[src/rtl/heap_pkg.sv]
// Shared heap word format helpers, flag constants and the feeder FSM state type.
// Word layout: {flag[1:0], payload, key}; widths up to WORD_MAX bits are supported.
package heap_pkg;

  localparam logic [1:0] FLAG_DATA  = 2'b00;
  localparam logic [1:0] FLAG_INIT  = 2'b01;
  localparam logic [1:0] FLAG_FLUSH = 2'b11;

  localparam int unsigned WORD_MAX = 64;
  typedef logic [WORD_MAX-1:0] word_t;

  typedef enum logic [1:0] {
    IDLE   = 2'd0,
    INIT   = 2'd1,
    STREAM = 2'd2,
    FLUSH  = 2'd3
  } feeder_state_t;

  function automatic word_t field_mask(input int unsigned width);
    return (width >= WORD_MAX) ? '1 : ((word_t'(1) << width) - word_t'(1));
  endfunction

  function automatic word_t pack_word(input logic [1:0] flag, input word_t payload,
                                      input word_t key, input int unsigned dw,
                                      input int unsigned kw);
    return (word_t'(flag) << (dw - 2)) |
           ((payload & field_mask(dw - 2 - kw)) << kw) |
           (key & field_mask(kw));
  endfunction

  function automatic logic [1:0] unpack_flag(input word_t w, input int unsigned dw);
    return 2'(w >> (dw - 2));
  endfunction

  function automatic word_t unpack_payload(input word_t w, input int unsigned dw,
                                           input int unsigned kw);
    return (w >> kw) & field_mask(dw - 2 - kw);
  endfunction

  function automatic word_t unpack_key(input word_t w, input int unsigned kw);
    return w & field_mask(kw);
  endfunction

  // Maximal key guarantees every held DATA element is popped ahead of it.
  function automatic word_t flush_word(input int unsigned dw, input int unsigned kw);
    return pack_word(FLAG_FLUSH, '0, '1, dw, kw);
  endfunction

endpackage

[src/rtl/heap_feeder_if.sv]
// Keyed record stream (valid/ready) feeding the heap feeder.
interface heap_feeder_if #(
  parameter int unsigned KEY_WIDTH     = 16,
  parameter int unsigned PAYLOAD_WIDTH = 14
);
  logic                     valid;
  logic                     ready;
  logic [KEY_WIDTH-1:0]     key;
  logic [PAYLOAD_WIDTH-1:0] payload;
  logic                     last;

  modport master (output valid, key, payload, last, input ready);
  modport slave  (input valid, key, payload, last, output ready);
endinterface

[src/rtl/heap_feeder_ctrl.sv]
// Frame sequencer for the heap feeder: IDLE -> INIT -> STREAM -> FLUSH -> IDLE,
// with the shared phase counter timing the INIT hold and the FLUSH injection.
module heap_feeder_ctrl
  import heap_pkg::*;
#(
  parameter int unsigned INIT_CYCLES = 4,
  parameter int unsigned FLUSH_COUNT = 8
) (
  input  logic          clk,
  input  logic          rst,
  input  logic          start,
  input  logic          rec_fire,
  input  logic          rec_last,
  output feeder_state_t state,
  output logic          frame_start,
  output logic          heap_init,
  output logic          busy,
  output logic          done
);

  localparam int unsigned PHASE_MAX = (INIT_CYCLES > FLUSH_COUNT) ? INIT_CYCLES : FLUSH_COUNT;
  localparam int unsigned PHASE_W   = $clog2(PHASE_MAX + 1);

  logic [PHASE_W-1:0] phase_cnt;
  logic [PHASE_W-1:0] phase_nxt;
  feeder_state_t      state_nxt;
  logic               done_nxt;

  always_comb begin
    state_nxt   = state;
    phase_nxt   = phase_cnt;
    frame_start = 1'b0;
    unique case (state)
      IDLE: begin
        if (start) begin
          state_nxt   = INIT;
          phase_nxt   = '0;
          frame_start = 1'b1;
        end
      end
      INIT: begin
        if (phase_cnt == PHASE_W'(INIT_CYCLES - 1)) begin
          state_nxt = STREAM;
          phase_nxt = '0;
        end else begin
          phase_nxt = phase_cnt + PHASE_W'(1);
        end
      end
      STREAM: begin
        if (rec_fire && rec_last) begin
          state_nxt = FLUSH;
          phase_nxt = '0;
        end
      end
      FLUSH: begin
        if (phase_cnt == PHASE_W'(FLUSH_COUNT - 1)) begin
          state_nxt = IDLE;
          phase_nxt = '0;
        end else begin
          phase_nxt = phase_cnt + PHASE_W'(1);
        end
      end
      default: begin
        state_nxt = IDLE;
        phase_nxt = '0;
      end
    endcase
    // done marks the final FLUSH cycle so a start seen alongside it is ignored.
    done_nxt = (state_nxt == FLUSH) && (phase_nxt == PHASE_W'(FLUSH_COUNT - 1));
  end

  always_ff @(posedge clk) begin
    if (rst) begin
      state     <= IDLE;
      phase_cnt <= '0;
      heap_init <= 1'b0;
      busy      <= 1'b0;
      done      <= 1'b0;
    end else begin
      state     <= state_nxt;
      phase_cnt <= phase_nxt;
      heap_init <= (state_nxt == INIT);
      busy      <= (state_nxt != IDLE);
      done      <= done_nxt;
    end
  end

endmodule

[src/rtl/heap_feeder.sv]
// Heap sorter front end: packs records into heap words, sequences INIT/STREAM/FLUSH
// and registers the sorted DATA words back out. Option macro: HEAP_FEEDER_SEQ_TAG_EN.
module heap_feeder
  import heap_pkg::*;
#(
  parameter int unsigned DATA_WIDTH  = 32,
  parameter int unsigned KEY_WIDTH   = 16,
  parameter int unsigned NLEVELS     = 2,
  parameter int unsigned INIT_CYCLES = 1 << NLEVELS,
  parameter int unsigned FLUSH_COUNT = 1 << (NLEVELS + 1),
  parameter int unsigned CNT_WIDTH   = 16,
  localparam int unsigned PW         = DATA_WIDTH - 2 - KEY_WIDTH
) (
  input  logic                  clk,
  input  logic                  rst,
  input  logic                  start,
  heap_feeder_if.slave          s,
  output logic [DATA_WIDTH-1:0] heap_din,
  output logic                  heap_en,
  output logic                  heap_init,
  input  logic [DATA_WIDTH-1:0] heap_dout,
  input  logic                  heap_valid,
  output logic                  m_valid,
  output logic [KEY_WIDTH-1:0]  m_key,
  output logic [PW-1:0]         m_payload,
  output logic [CNT_WIDTH-1:0]  m_count,
  output logic                  busy,
  output logic                  done
);

  function automatic logic [CNT_WIDTH-1:0] sat_inc(input logic [CNT_WIDTH-1:0] v);
    return (&v) ? v : v + CNT_WIDTH'(1);
  endfunction

  feeder_state_t state;
  logic          frame_start;
  logic          rec_fire;
  logic [PW-1:0] pay_field;
  logic          heap_is_data;

  logic                 vld_p1;
  logic [KEY_WIDTH-1:0] key_p1;
  logic [PW-1:0]        pay_p1;
  logic [CNT_WIDTH-1:0] cnt_p1;

  heap_feeder_ctrl #(
    .INIT_CYCLES (INIT_CYCLES),
    .FLUSH_COUNT (FLUSH_COUNT)
  ) u_ctrl (
    .clk         (clk),
    .rst         (rst),
    .start       (start),
    .rec_fire    (rec_fire),
    .rec_last    (s.last),
    .state       (state),
    .frame_start (frame_start),
    .heap_init   (heap_init),
    .busy        (busy),
    .done        (done)
  );

  assign s.ready  = (state == STREAM);
  assign rec_fire = s.valid && s.ready;
  assign heap_en  = (state == FLUSH) || ((state == STREAM) && s.valid);

`ifdef HEAP_FEEDER_SEQ_TAG_EN
  logic [PW-1:0] seq_tag;

  always_ff @(posedge clk) begin
    if (rst || frame_start) begin
      seq_tag <= '0;
    end else if (rec_fire) begin
      seq_tag <= seq_tag + PW'(1);
    end
  end

  assign pay_field = seq_tag;
`else
  assign pay_field = s.payload;
`endif

  // The heap samples din together with the combinational en, so the packed
  // word is presented in the same cycle rather than one register later.
  always_comb begin
    heap_din = '0;
    unique case (state)
      STREAM:  heap_din = DATA_WIDTH'(pack_word(FLAG_DATA, word_t'(pay_field),
                                                word_t'(s.key), DATA_WIDTH, KEY_WIDTH));
      FLUSH:   heap_din = DATA_WIDTH'(flush_word(DATA_WIDTH, KEY_WIDTH));
      default: heap_din = '0;
    endcase
  end

  assign heap_is_data = heap_valid &&
                        (unpack_flag(word_t'(heap_dout), DATA_WIDTH) == FLAG_DATA);

  // Stage p1: registered sorted output, INIT/FLUSH words dropped
  always_ff @(posedge clk) begin
    if (rst) begin
      vld_p1 <= 1'b0;
      key_p1 <= '0;
      pay_p1 <= '0;
      cnt_p1 <= '0;
    end else begin
      vld_p1 <= heap_is_data;
      if (heap_is_data) begin
        key_p1 <= KEY_WIDTH'(unpack_key(word_t'(heap_dout), KEY_WIDTH));
        pay_p1 <= PW'(unpack_payload(word_t'(heap_dout), DATA_WIDTH, KEY_WIDTH));
      end
      if (frame_start) begin
        cnt_p1 <= '0;
      end else if (heap_is_data) begin
        cnt_p1 <= sat_inc(cnt_p1);
      end
    end
  end

  assign m_valid   = vld_p1;
  assign m_key     = key_p1;
  assign m_payload = pay_p1;
  assign m_count   = cnt_p1;

endmodule
[src/flat_wrapper.sv]
// flat-port wrapper written by rule: the top's interface ports become plain ports
module heap_feeder_flat import heap_pkg::*;
#(
  parameter int unsigned DATA_WIDTH  = 32,
  parameter int unsigned KEY_WIDTH   = 16,
  parameter int unsigned NLEVELS     = 2,
  parameter int unsigned INIT_CYCLES = 1 << NLEVELS,
  parameter int unsigned FLUSH_COUNT = 1 << (NLEVELS + 1),
  parameter int unsigned CNT_WIDTH   = 16,
  localparam int unsigned PW         = DATA_WIDTH - 2 - KEY_WIDTH
)
  (clk, rst, start, heap_din, heap_en, heap_init, heap_dout, heap_valid, m_valid, m_key, m_payload, m_count, busy, done, s_valid, s_key, s_payload, s_last, s_ready);
  heap_feeder_if #(.KEY_WIDTH(KEY_WIDTH)) s_i ();
  input  logic clk;
  input  logic rst;
  input  logic start;
  output logic [DATA_WIDTH-1:0] heap_din;
  output logic heap_en;
  output logic heap_init;
  input  logic [DATA_WIDTH-1:0] heap_dout;
  input  logic heap_valid;
  output logic m_valid;
  output logic [KEY_WIDTH-1:0] m_key;
  output logic [PW-1:0] m_payload;
  output logic [CNT_WIDTH-1:0] m_count;
  output logic busy;
  output logic done;
  input wire logic [$bits(s_i.valid)-1:0] s_valid;
  input wire logic [$bits(s_i.key)-1:0] s_key;
  input wire logic [$bits(s_i.payload)-1:0] s_payload;
  input wire logic [$bits(s_i.last)-1:0] s_last;
  output wire logic [$bits(s_i.ready)-1:0] s_ready;
  assign s_i.valid = s_valid;
  assign s_i.key = s_key;
  assign s_i.payload = s_payload;
  assign s_i.last = s_last;
  assign s_ready = s_i.ready;
  heap_feeder #(.DATA_WIDTH(DATA_WIDTH), .KEY_WIDTH(KEY_WIDTH), .NLEVELS(NLEVELS), .INIT_CYCLES(INIT_CYCLES), .FLUSH_COUNT(FLUSH_COUNT), .CNT_WIDTH(CNT_WIDTH)) u_core (.clk(clk), .rst(rst), .start(start), .s(s_i), .heap_din(heap_din), .heap_en(heap_en), .heap_init(heap_init), .heap_dout(heap_dout), .heap_valid(heap_valid), .m_valid(m_valid), .m_key(m_key), .m_payload(m_payload), .m_count(m_count), .busy(busy), .done(done));
endmodule
[config.mk]
export PLATFORM = sky130hd
export DESIGN_NAME = heap_feeder_flat
export DESIGN_NICKNAME = d
export VERILOG_FILES = /design/src/rtl/heap_pkg.sv /design/src/rtl/heap_feeder_if.sv /design/src/rtl/heap_feeder_ctrl.sv /design/src/rtl/heap_feeder.sv /design/src/flat_wrapper.sv
export SDC_FILE = /design/constraint.sdc
export NUM_CORES = 1
export LEC_CHECK = 0
export CAP_MARGIN = 20
export CORE_AREA = 2 2 90 92
export CTS_BUF_LIST = sky130_fd_sc_hd__clkbuf_2 sky130_fd_sc_hd__clkbuf_4 sky130_fd_sc_hd__clkbuf_8
export DETAILED_ROUTE_END_ITERATION = 16
export DIE_AREA = 0 0 92 94
export PLACE_DENSITY = 0.77
export RECOVER_POWER = 50
export SLEW_MARGIN = 0
export SYNTH_ARGS = -nofsm -noshare
export SYNTH_HDL_FRONTEND = slang
export SYNTH_SLANG_ARGS = --single-unit
[constraint.sdc]
create_clock -name clk -period 1.85 [get_ports clk]
set_input_delay 0.2775 -clock clk [delete_from_list [all_inputs] [get_ports clk]]
set_output_delay 0.2775 -clock clk [all_outputs]
set_load 0.05 [all_outputs]
==> summary.txt <==
Synthesis
  • Post-synth ARST share: 0%
  • Sequential cell area fraction in the yosys report: between 40 and 50%
  • Syn Nets: around 400
  • Syn Area/Cell: roughly 8 sq um
  • Yosys warns: 0
  • Yosys reg bits: 56
  • Post-synth EDFFs: 0
  • Mapped cell area: about 2600 sq um
  • Synth Flop Type: dfxtp_1
  • Post-Syn Instances: 331
  • Distinct cells, synth: between 40 and 50

Final layout
  • Fillers: 658
  • Fin cells: roughly 600
  • Most frequent cells in the layout: clkdlybuf4s50_1, nand2_1, dfxtp_1
  • Final Util: 61.9%
  • Most common cell after layout, fill and taps aside: clkdlybuf4s50_1
  • Nets: around 560
  • Area Overhead vs Synth: 78.6%
  • Share of layout cells above drive strength 1: approximately 17%
  • Ant. Diodes: 0

Clock tree
  • CTS Buf Count: 5
  • Clock-pin slew on the worst setup and hold paths: ~100 ps
  • Worst skew pair latency: around 300 ps
  • CTS HTree Levels: 2
  • Num Clock Sinks: 56
  • Root buffer cell: clkbuf_8
  • CTS Buffer Depth: 2
  • CTS tree: yes
  • CTS Hold Buffers Added: 0

Floorplan
  • Cell Rows: 32
  • Die Area: approximately 8600 sq um
  • Initial Utilization: between 30 and 40%
  • Core Region: between 7000 and 8000 sq um
  • Num ports: about 150
  • Die Y: between 90 and 100 microns
  • Die Span X: about 92 microns

Setup path
  • Setup crit start kind: input port
  • Worst EP arrival: just over 2000 ps
  • Crit path cell chain: dlygate4sd3_1 > nor3b_1 > clkbuf_2 > or2_2 > a2111o_1 > o21ai_0
  • CP endpoint kind: register
  • Required @ worst endpoint: 2070 ps
  • Slowest-stage cell, CP: dlygate4sd3_1
  • CP max FO: 9
  • Kind of critical path: input port to register
  • Slowest stage delay, CP: between 500 and 600 ps

Place
  • Port bufs: roughly 150
  • Placed cells: between 500 and 600
  • Routability congestion estimate: ~0.84
  • DP HPWL: between 6 and 7 mm

Routing
  • DRT iter0 DRCs: 125
  • DR DRC count: 0
  • Vias: ~3,000
  • Routed wire per std cell: between 10 and 15 microns
  • Final wirelength: 8.08 mm
  • Routed Antenna Nets: 0
  • DRT Pass-1 Iters: 4
  • DR vias/cell: roughly 5.1

GRT
  • Antenna violations before repair: 0
  • Gr usage total: 18.2%
  • First-pass GRT wire length: 13.1 mm
  • Grt ovf: 0
  • Largest net degree at the start of global routing: 48
  • Vias in the first global route: 2,821

STA
  • Crit share post-route: ~98%
  • Max Slew Vio Count: 0
  • Hold Slack: ~460 ps
  • F_max: between 500 and 600 MHz
  • Fin Setup TNS: 0 ps
  • Final setup viols: 0
  • Hold Violations, Final: 0
  • Skew final: ~8.9 ps
  • Worst Max-Slew Pin Slew: approximately 620 ps
  • Final Critical Period: 1810 ps
  • Max-slew headroom: 58.6%

Worst hold path
  • Worst Hold Class: register to register

Power
  • Leak: around 0.0017 uW
  • P per Cell Area: between 500 and 600 nW/um^2
  • Max VDD drop: ~0.30 mV

Run status
  • Status: finished, final reports clean

Run
  • Max Cap Viol: 0
==> what timing repair did <==
action	4_1_cts	5_1_grt
gates resized for setup	2	7
endpoints found under the setup margin	3	21
buffers inserted	0	1
pin swaps	0	1
endpoints found under the hold margin	0	0
==> stage by stage <==
| stage | total power (uW) | setup WS (ps) | area [sq um] |
|---|---|---|---|
| final | 2370 | 40.1 | 4710 |
| after global routing | 2490 | -8.46 | 4710 |
| after CTS | 2410 | 22.3 | 4800 |
| after detailed placement | 1750 | -251 | 4710 |
| after global placement | 1740 | -198 | 4710 |
| after floorplan | 1490 | -13.2 | 2660 |
==> path summary, 6_finish.rpt <==
kind | slack [ps] | start | endpoint | depth (start not counted)
setup / recovery | 40 | start | u_core.m_count[5]$_SDFFE_PP0P_ | 6
setup reg to reg | 140 | u_core.m_count[6]$_SDFFE_PP0P_ | u_core.m_count[12]$_SDFFE_PP0P_ | 4
hold reg to reg | 460 | u_core.m_key[10]$_SDFFE_PP0P_ | u_core.m_key[10]$_SDFFE_PP0P_ | 2
hold / removal | 460 | u_core.m_key[10]$_SDFFE_PP0P_ | u_core.m_key[10]$_SDFFE_PP0P_ | 2
==> critical path: cells and delay by family <==
kind	cells	cell delay, ps
AO/OA/AOI/OAI	2	490
AND/OR/NAND/NOR	2	500
buffers and inverters	2	750
==> cell families (layout without fill, tap and decap cells) <==
logic type | after synthesis | after routing | share of synthesized area [%]
buffers and inverters | 27 | 184 | 4.08
muxes | 10 | 10 | 3.80
adders and majority gates | 2 | 2 | 0.949
AOI/OAI and AO/OA | 82 | 82 | 19.0
DFF | 56 | 56 | 42.5
xor gates and xnor gates | 1 | 1 | 0.332
and+or+nand+nor | 153 | 153 | 29.3
==> cell type report <==
cell class	count	area (sq um)	area share (%)
clock buffer	7	83.8	1.78
clock inverter	1	5.00	0.106
inverter	2	7.51	0.159
multi-input combinational	248	1440	30.6
sequential	56	1130	24.1
tap	102	128	2.71
timing repair buffer	174	1910	40.6
==> cell usage after synthesis, drive strengths merged, types with 3 or more instances <==
library cell,number,area share [%]
nand4,6,1.7
nand2,75,11
or3,10,2.4
or2,3,0.71
nor4b,3,1.0
and3,3,0.71
nor3b,3,1.0
nor2,6,0.85
a31oi,3,0.71
buf,7,1.2
nor4,6,1.4
nor3,5,0.95
o21a,19,5.4
nand3,7,1.3
mux2i,10,3.8
dfxtp,56,43
clkbuf,18,2.6
o21ai,7,1.3
nor2b,5,1.2
a21oi,41,7.8
and2,16,3.8
==> metal layers <==
metal  vias up  track usage (%)  part of all wire [%]
met4         0             5.47                   1.2
met5         -                0                     0
met1      1360             20.3                    38
met2       142             32.6                    50
met3        11             6.58                    11
li1       1470                -                     -
==> report_power, final <==
group	switching (uW)	internal (uW)
clock network	363	296
logic	230	230
registers	18.2	1230
==> state kept, by name (all words and copies together), names as in the netlist <==
register / count
u_core.u_ctrl.phase_cnt: 4
u_core.m_key: 16
u_core.m_count: 16
u_core.u_ctrl.busy: 1
u_core.m_payload: 14
u_core.u_ctrl.done: 1
u_core.m_valid: 1
u_core.u_ctrl.heap_init: 1
u_core.u_ctrl.state: 2
(Power assumes the default switching activity.)
